`src/rtl/tone_sequencer.sv`:
```
// Eight-entry rate/rest pattern player that feeds the tone datapath and gates PDM.
// Define SEQ_GAP_EN to end every step with one silent tick (GAP state).
module tone_sequencer #(
  parameter int STEPS    = 8,
  parameter int TICK_DIV = 1000
) (
  input  logic                     clk,
  input  logic                     reset,
  input  logic                     wr_en,
  input  logic [$clog2(STEPS)-1:0] wr_addr,
  input  logic [4:0]               wr_data,
  input  logic                     run,
  input  logic [7:0]               step_len,
  output logic [3:0]               rate_out,
  output logic                     gate,
  output logic [$clog2(STEPS)-1:0] step_idx,
  output logic                     step_strobe,
  output logic                     busy
);

  localparam int IW = $clog2(STEPS);
  localparam int PW = (TICK_DIV > 2) ? $clog2(TICK_DIV) : 1;

  localparam logic [1:0] S_IDLE = 2'd0;
  localparam logic [1:0] S_LOAD = 2'd1;
  localparam logic [1:0] S_HOLD = 2'd2;
`ifdef SEQ_GAP_EN
  localparam logic [1:0] S_GAP  = 2'd3;
`endif

  logic [1:0]    state;
  logic [4:0]    pattern [STEPS];
  logic [4:0]    entry;
  logic [PW-1:0] pre;
  logic [8:0]    cnt;
  logic [8:0]    eff_len;
  logic          tick;
  logic          last;

  assign entry   = pattern[step_idx];
  assign tick    = (pre == PW'(TICK_DIV - 1));
  // a zero length encodes the full 256-tick step
  assign eff_len = (step_len == 8'd0) ? 9'd256 : {1'b0, step_len};
  assign last    = ((cnt + 9'd1) >= eff_len);
  assign busy    = (state != S_IDLE);

  // pattern storage survives reset on purpose
  always_ff @(posedge clk) begin
    if (wr_en) begin
      pattern[wr_addr] <= wr_data;
    end
  end

  always_ff @(posedge clk or posedge reset) begin
    if (reset) begin
      state       <= S_IDLE;
      rate_out    <= 4'd0;
      gate        <= 1'b0;
      step_idx    <= '0;
      step_strobe <= 1'b0;
      pre         <= '0;
      cnt         <= 9'd0;
    end else begin
      step_strobe <= 1'b0;
      if (!run) begin
        state    <= S_IDLE;
        gate     <= 1'b0;
        step_idx <= '0;
        pre      <= '0;
        cnt      <= 9'd0;
      end else begin
        unique case (state)
          S_IDLE: begin
            state <= S_LOAD;
          end
          S_LOAD: begin
            rate_out    <= entry[3:0];
            gate        <= ~entry[4];
            step_strobe <= 1'b1;
            pre         <= '0;
            cnt         <= 9'd0;
            state       <= S_HOLD;
          end
          S_HOLD: begin
            if (tick) begin
              pre <= '0;
              cnt <= cnt + 9'd1;
              if (last) begin
                gate <= 1'b0;
`ifdef SEQ_GAP_EN
                state <= S_GAP;
`else
                step_idx <= step_idx + IW'(1);
                state    <= S_LOAD;
`endif
              end
            end else begin
              pre <= pre + PW'(1);
            end
          end
`ifdef SEQ_GAP_EN
          S_GAP: begin
            if (tick) begin
              pre      <= '0;
              step_idx <= step_idx + IW'(1);
              state    <= S_LOAD;
            end else begin
              pre <= pre + PW'(1);
            end
          end
`endif
          default: begin
            state <= S_IDLE;
          end
        endcase
      end
    end
  end

endmodule
```
`config.mk`:
```
export PLATFORM = sky130hd
export DESIGN_NAME = tone_sequencer
export DESIGN_NICKNAME = d
export VERILOG_FILES = /design/src/rtl/tone_sequencer.sv
export SDC_FILE = /design/constraint.sdc
export NUM_CORES = 1
export LEC_CHECK = 0
export CORE_MARGIN = 1
export CORE_UTILIZATION = 40
export CTS_CLUSTER_DIAMETER = 100
export DETAILED_ROUTE_END_ITERATION = 10
export PLACE_DENSITY_LB_ADDON = 0.2
export SYNTH_ARGS = -nofsm -noshare
export SYNTH_HDL_FRONTEND = slang
export SYNTH_SLANG_ARGS = --single-unit
```
`constraint.sdc`:
```
create_clock -name clk -period 3.5 [get_ports clk]
set_input_delay 0.7 -clock clk [delete_from_list [all_inputs] [get_ports clk]]
set_output_delay 0.7 -clock clk [all_outputs]
set_load 0.01 [all_outputs]
```
* After elaboration in Yosys (flattened, before gate mapping) *
Memories as Yosys holds them, arrays and structs flattened.
Index checks and enable logic that the tools add are counted.
Widths: inputs -> output; s select.

storage, ports and cells
  flip-flop bits (word level) = 30
  RAM bits = 40
  input bits = 20
  output and inout port bits = 10
  logic and storage cells = 53
  memories kept = 1

memory list
  name     words  bits a word  rd ports  clocked after memory_dff  wr ports  RTL line  text
  pattern  8      5            1         0                         1         32        logic [4:0] pattern [STEPS];

cells by class
  add/subtract/negate cells = 3
  order comparisons = 1
  equal/unequal tests = 9
  muxes and demuxes = 23
  bitwise gates (word level) = 1
  reduce and logical (&&, ||, !) cells = 8

operators with widths
  operator               count
  $mux 9                 3
  $mux 10                2
  $pmux 10 s2            1
  $pmux 9 s2             1
  $mux 3                 4
  $add 10x1->10 const B  1
  $eq 10x10->1 const B   1
  $add 9x1->9 const B    1
  $ge 9x9->1             1
  $logic_not 8->1        1
  $mux 1                 7
  $mux 2                 3
  $ne 2x1->1 const B     3
  $ne 3x3->1 const B     2
  $pmux 2 s3             1
  $reduce_and 2->1       3
  $reduce_and 3->1       2
  $add 3x1->3 const B    1
  $ne 3x1->1 const B     1
  $eq 2x1->1 const B     1
  $eq 2x2->1 const B     1
  $logic_not 2->1        1
  $pmux 1 s2             1
  $reduce_bool 2->1      1
  $not 1->1              1

* Longest topological paths before layout *
  word-level depth = 7
  depth in mapped cells = 11
  gate-level depth less buffers = 11

* Worst setup path before layout *
No wires, ideal clock.

  kind = register -> register
  from = register cnt[0]
  to = register step_idx[2]
  setup time = 0.124 ns
  data arrival time = 2.391 ns
  required time = 3.376 ns
  slack = 0.985 ns
  cell stages (with the launch flop) = 12
  path buffers = 0
  period minus slack after synthesis = 2.515 ns
  cells stage by stage = dfrtp_1 -> ha_1 -> nand3_1 -> nor2_1 -> nand3_1 -> xnor2_1 -> ha_1 -> o21ai_0 -> nor2_1 -> nor4_2 -> a2111oi_2 -> a211o_1

on the way
  word-level cells in the longest chain between the ends = 4

RTL lines
  item                               RTL line  text
  start: declaration                 35        logic [8:0] cnt;
  start signal: assignment           87        cnt <= cnt + 9'd1;
  $add 9x1->9                        44        assign last = ((cnt + 9'd1) >= eff_len);
  $ge 9x9->1                         44
  $ne 2x1->1 (no source line)        n/a
  $reduce_and 3->1 (no source line)  n/a
  end signal: assignment             93        step_idx <= step_idx + IW'(1);
  end: declaration                   16        output logic [$clog2(STEPS)-1:0] step_idx,

Every way passes these cells.
A chain may end at the register's enable or synchronous reset.

* Worst setup path after layout *
  from = register cnt[0]
  to = register step_idx[1]

Same word-level chain as after synthesis.

==> results.cfg <==
[timing]
period_share_pct = 84.12
fmax_mhz = 339.7
fin_skew_ns = 0.01293
setup_viol = 0
slew_headroom_pct = 36.30
fin_crit_ns = 2.944
tightest_slew_ns = 0.9482
grt_setup_unrepaired = false
final.setup.tns_ns = 0
slew_viol_final = 0
hold_viol = 0

[clocking]
cts_resized = 0
cts.htree.levels = 3
cts_setup_buffers = 0
cts_inserted_buffers = 9
cts_hold_buf = 0
clock-sinks = 70
clk_pin_slew_ns = 0.08
clockBufferDepth = 2
cts_tree = built
clk-insertion-delay-late_ns = 0.35
ctsRootBufferMaster = clkbuf_8

[worst_setup_path]
cp.required_ns = 3.74
crit_fanout = 6
crit_family = simple AND/OR/NAND/NOR gates
path_buf_inv = 0
start_kind = register
cp_cell_sequence = ha_1 -> nand3_1 -> nor2_1 -> nand3_1 -> xnor2_1 -> ha_1 -> o21ai_0 -> nor2_1 -> nor4_2 -> a22oi_1 -> o32ai_1
critPathMaxStageDelay_ns = 0.50
cp_slowest_cell = nor4_2
arrival_ns = 3.18
cp-end-kind = register
setup.worst_path.class = reg -> reg

[synth]
ys.flop_type = edfxtp_1
synth.yosys.warnings = 0
synth_edf_count = 40
synth.avg_cell_area_um2 = 12.46
syn_nets = 301
postSynthCellCount = 269
synthTopCellsByArea = edfxtp_1, dfrtp_1, mux4_2
ys_seq_area_share_pct = 58.25
synth_seq_cells = 70
yosys.area.top_type_share_pct = 35.85
async_flop_share_pct = 42.86
ys_types = 45
netlist_area_mm2 = 0.003351
synth_top_area_cell = edfxtp_1

[finish]
areaGrowthSynthToFinish_pct = 18.60
finalNetCount = 335
n_antenna_cell = 0
nFillCells = 766
finalInstanceArea_mm2 = 0.003974
drive_gt1_share_pct = 12.01

[detailed_routing]
drtIter0Drc = 114
via_per_inst = 5.249
remaining_drc_errors = 0
post_drt_wl_per_cell_um = 15.46
final_antenna_net_count = 0
vias = 2168
firstDrtPassIters = 4
routed_wl_um = 6387

[run_status]
status = finished clean

[pwr]
ir_drop_mv = 0.2630
p_leak_nw = 1.571
powerDensity_mw_per_mm2 = 495.1

[floorplanning]
rows = 33
start_util_pct = 40.99
io_pins = 30
dieArea_mm2 = 0.008747
die_h_um = 93.53
die_w_um = 93.53
core_area_mm2 = 0.008175

[global_route]
grt.overflow.total = 0
antenna_found_initial = 0
grt_max_degree = 17
grt_pass1_vias = 2141
grtUsageTotal_pct = 16.75
grt_pass1_wl_um = 10860

[job]
maxCapViolCount = 0

[min_path]
hp-class = reg -> reg

[placement]
placedInstanceArea_mm2 = 0.003760
gp_routability_congestion = 0.7788
io_buffers = 29
hpwl_um = 4622
## area by class of cell
cell class                      count  area, µm²  area share (%)
Inverter                           20      75.07           1.889
Clock buffer                       11      131.4           3.306
Clock inverter                      5      82.58           2.078
Sequential cell                    70       1952           49.12
Multi-Input combinational cell    169       1281           32.24
Tap cell                          105      131.4           3.306
Timing Repair Buffer               33      320.3           8.060
## Yosys cell counts, types with 3 or more instances
library cell	count
ha_1	12
o21ai_0	11
or3_1	3
nor2_1	21
nor4_1	4
nand3_1	11
nand2b_1	5
and3_1	5
mux4_2	10
inv_1	20
a21o_1	4
clkbuf_1	5
a21oi_1	7
nor3_1	5
o21ai_1	4
edfxtp_1	40
xor2_1	6
mux2i_1	4
xnor2_1	6
buf_2	4
nand2_1	20
a22o_1	5
dfrtp_1	30
## per-layer routing
metal / GRT usage (%) / share of wire, % / up-vias
met4: 4.231 / 0.49 / 0
met3: 6.016 / 5.1 / 2
met5: 0 / 0 / -
met1: 23.11 / 48 / 1049
met2: 25.12 / 47 / 54
li1: - / - / 1063
## through the flow
stage	cells	util, %	hold WS, ns	setup slack [ns]	total power, W
final	413	48.61	0.4858	0.5560	0.001967
after global routing	413	48.61	0.5382	0.3005	0.002065
after CTS	413	48.61	0.4910	0.5876	0.001984
after detailed placement	397	45.99	0.4748	0.4930	0.001273
after global placement	397	45.99	0.4651	0.5696	0.001268
after floorplan	269	-	0.4950	0.9851	0.001138
## path summary, 6_finish.rpt
check,from,to,cells after the start,slack (ns)
min in group asynchronous,reset,pre[2],2,0.72
max reg2reg,cnt[0],step_idx[1],11,0.56
min reg2reg,rate_out[3],rate_out[3],2,0.49
max in group asynchronous,reset,gate,3,2.12
min,rate_out[3],rate_out[3],2,0.49
max,cnt[0],step_idx[1],11,0.56
## logic make-up after synthesis
kind of cell / share of synthesized area, %
and+or+nand+nor: 12.81
buffers and inverters: 3.510
DFF: 58.25
adders and majority gates: 4.481
AOI/OAI and AO/OA: 9.560
muxes: 8.253
xor gates and xnor gates: 3.137
## state kept, by name, indices dropped and copies added, names as in the netlist
| signal | flops |
|---|---|
| pattern | 40 |
| cnt | 9 |
| step_strobe | 1 |
| state | 2 |
| gate | 1 |
| rate_out | 4 |
| step_idx | 3 |
| pre | 10 |
## placed cells by master, fill, tap and decap left out, drive strengths merged, types with 2 or more instances in the layout
cell type | Yosys | final
nand2 | 20 | 20
clkinv | 0 | 2
a22o | 5 | 5
xor2 | 6 | 6
nand2b | 5 | 5
a21o | 4 | 4
xnor2 | 6 | 6
clkbuf | 5 | 11
inv | 20 | 21
ha | 12 | 12
nor2 | 21 | 21
a211o | 2 | 2
mux2i | 4 | 4
a31oi | 2 | 2
and3 | 5 | 5
or3 | 3 | 3
nor3 | 5 | 5
dfrtp | 30 | 30
buf | 5 | 4
mux4 | 10 | 10
nand4 | 2 | 2
o21ai | 15 | 15
edfxtp | 40 | 40
clkdlybuf4s50 | 0 | 29
nand3 | 13 | 13
a21oi | 7 | 7
nor4 | 5 | 5
bufinv | 0 | 2
o32ai | 2 | 2
## worst register-to-register path: stages (launching register included)
cell     delay, ns
dfrtp_1       0.44
ha_1          0.25
nand3_1       0.17
nor2_1        0.26
nand3_1       0.13
xnor2_1       0.24
ha_1          0.29
o21ai_0       0.08
nor2_1        0.07
nor4_2        0.50
a22oi_1       0.24
o32ai_1       0.18
## where the power goes
group,leakage (nW),internal (W),switching [W]
clock,0.108,0.000405,0.000307
combinational,0.692,0.000136,0.000135
sequential,0.772,0.000931,0.0000534
total,1.57,0.00147,0.000496
Note: power is estimated with default switching activity, not from simulation.
==> edit (config.mk and constraints unchanged) <==
`TICK_DIV`: 1000 -> 250.
--- a/src/rtl/tone_sequencer.sv
+++ b/src/rtl/tone_sequencer.sv
@@ -2,7 +2,7 @@
 // Define SEQ_GAP_EN to end every step with one silent tick (GAP state).
 module tone_sequencer #(
   parameter int STEPS    = 8,
-  parameter int TICK_DIV = 1000
+  parameter int TICK_DIV = 250
 ) (
   input  logic                     clk,
   input  logic                     reset,
Formal check against the unedited RTL: no difference found for any inputs over 10 cycles, from zero or initial values and one cycle with reset high; that may be too few to reach the edited logic, so the function may still have changed.
==> edit against the original RTL <==
Power up 0.40%. Utilization up 1.2 points. Critical path depth up 1. Design area down 3.1%. Maximum frequency up 1.6%. Clock power up 3.4%. Synthesized cell count down 8.9%. Wire length down 5.7%. Setup slack better by 0.047 ns. Sequential cell count down 2. Global-route usage down 1.1 points. Synthesized area down 4.5%. Die area down 4.4%.
==> edit: results (changes against the original RTL) <==
[pwr]
ir_worst_vdd_uv=225  ; -14%
leakage_nw=1.53  ; -2.9%
sequentialPower_uw=958  ; -2.6%
pwr-share-clk=0.372  ; +0.010

[synthesis]
yosysSeqAreaShare=0.594  ; +0.0117
synth_nets=278  ; -7.6%
synthTopCellsByCount=edfxtp_1 (40), dfrtp_1 (28), nor2_1 (19)
synth.mux.area_fraction=0.0860  ; +0.00348
synth_compound_area_frac=0.0782  ; -0.0174
synthAdderAreaFrac=0.0508  ; +0.00601
synth-xor-area-share=0.0301  ; -0.00127
synth.area.top_cells=edfxtp_1 (38%), dfrtp_1 (22%), mux4_2 (7.0%)
synthDistinctLibCells=43  ; -4.4%

[drt]
met2_wirelength_um=3100  ; +4.2%
drtIter0Drc=125  ; +9.6%
dr_wl_met3_um=160  ; -51%
viasPerCell=5.17  ; -1.6%
routed_wl_um=6030  ; -5.7%

[hold_path]
whs_endpoint=rate_out[2]
hold_start=rate_out[2]

[clock_network]
cts_buffers=9  ; unchanged

[global_routing]
use_met2=0.271  ; +0.0195
grt_pass1_vias=1986  ; -7.2%
use_met1=0.192  ; -0.0394
met3_usage=0.0293  ; -0.0308
grt_usage=0.157  ; -0.0110
grt_max_degree=29  ; +12

[placement]
place_ws_ns=0.573  ; +0.0804 ns
hpwl_um=4340  ; -6.1%
gp_congestion=0.740  ; -5.0%

[outcome]
status=finished clean

[critical_path]
cp_slowest_cell=dfrtp_1
reg2regPathDepth=12  ; +1
cp.arrival_ns=3.13  ; -0.05 ns
reg2reg_to=state[0]
crit_start=cnt[0]
max_stage_delay_ns=0.45  ; -0.05 ns
reg2reg_slack_ns=0.60  ; +0.05 ns

[cells_and_area]
reg.largest.list=pattern x40, cnt x9, pre x8
nFillCells=686  ; -10%
drive_above_1_share=0.142  ; +0.0222
nNetsFinal=316  ; -5.7%

[sta]
fin_skew_ns=0.0107  ; -0.00224 ns
worstMarginPinSlew_ns=0.719  ; -0.230 ns
fmax_mhz=345  ; +1.6%

[edit: cell count changes after synthesis, moves of 3 or more]
| cell | before | now |
|---|---|---|
| inv_1 | 20 | 16 |
| o21ai_1 | 4 | 0 |
| a21oi_1 | 7 | 4 |
| o21ai_0 | 11 | 14 |
| a21o_1 | 4 | 1 |
| nand2_1 | 20 | 16 |
| a22o_1 | 5 | 0 |
| a32o_1 | 0 | 5 |
[edit: per-stage QoR]
stage	hold WS, ns	total power [mW]	instances	util	cell area (µm²)
after floorplan	0.473	1.11	245	-	3200
after global placement	0.466	1.26	374	0.469	3620
after detailed placement	0.477	1.26	374	0.469	3620
after CTS	0.497	1.99	390	0.499	3850
after global routing	0.525	2.06	390	0.499	3850
final	0.489	1.98	390	0.499	3850
[edit: cell type report]
class	count	area share
tap	102	0.0331
clock inverter	7	0.0273
inverter	16	0.0156
clock buffer	9	0.0322
multi-input combinational	153	0.311
timing repair buffer	35	0.0870
sequential	68	0.494
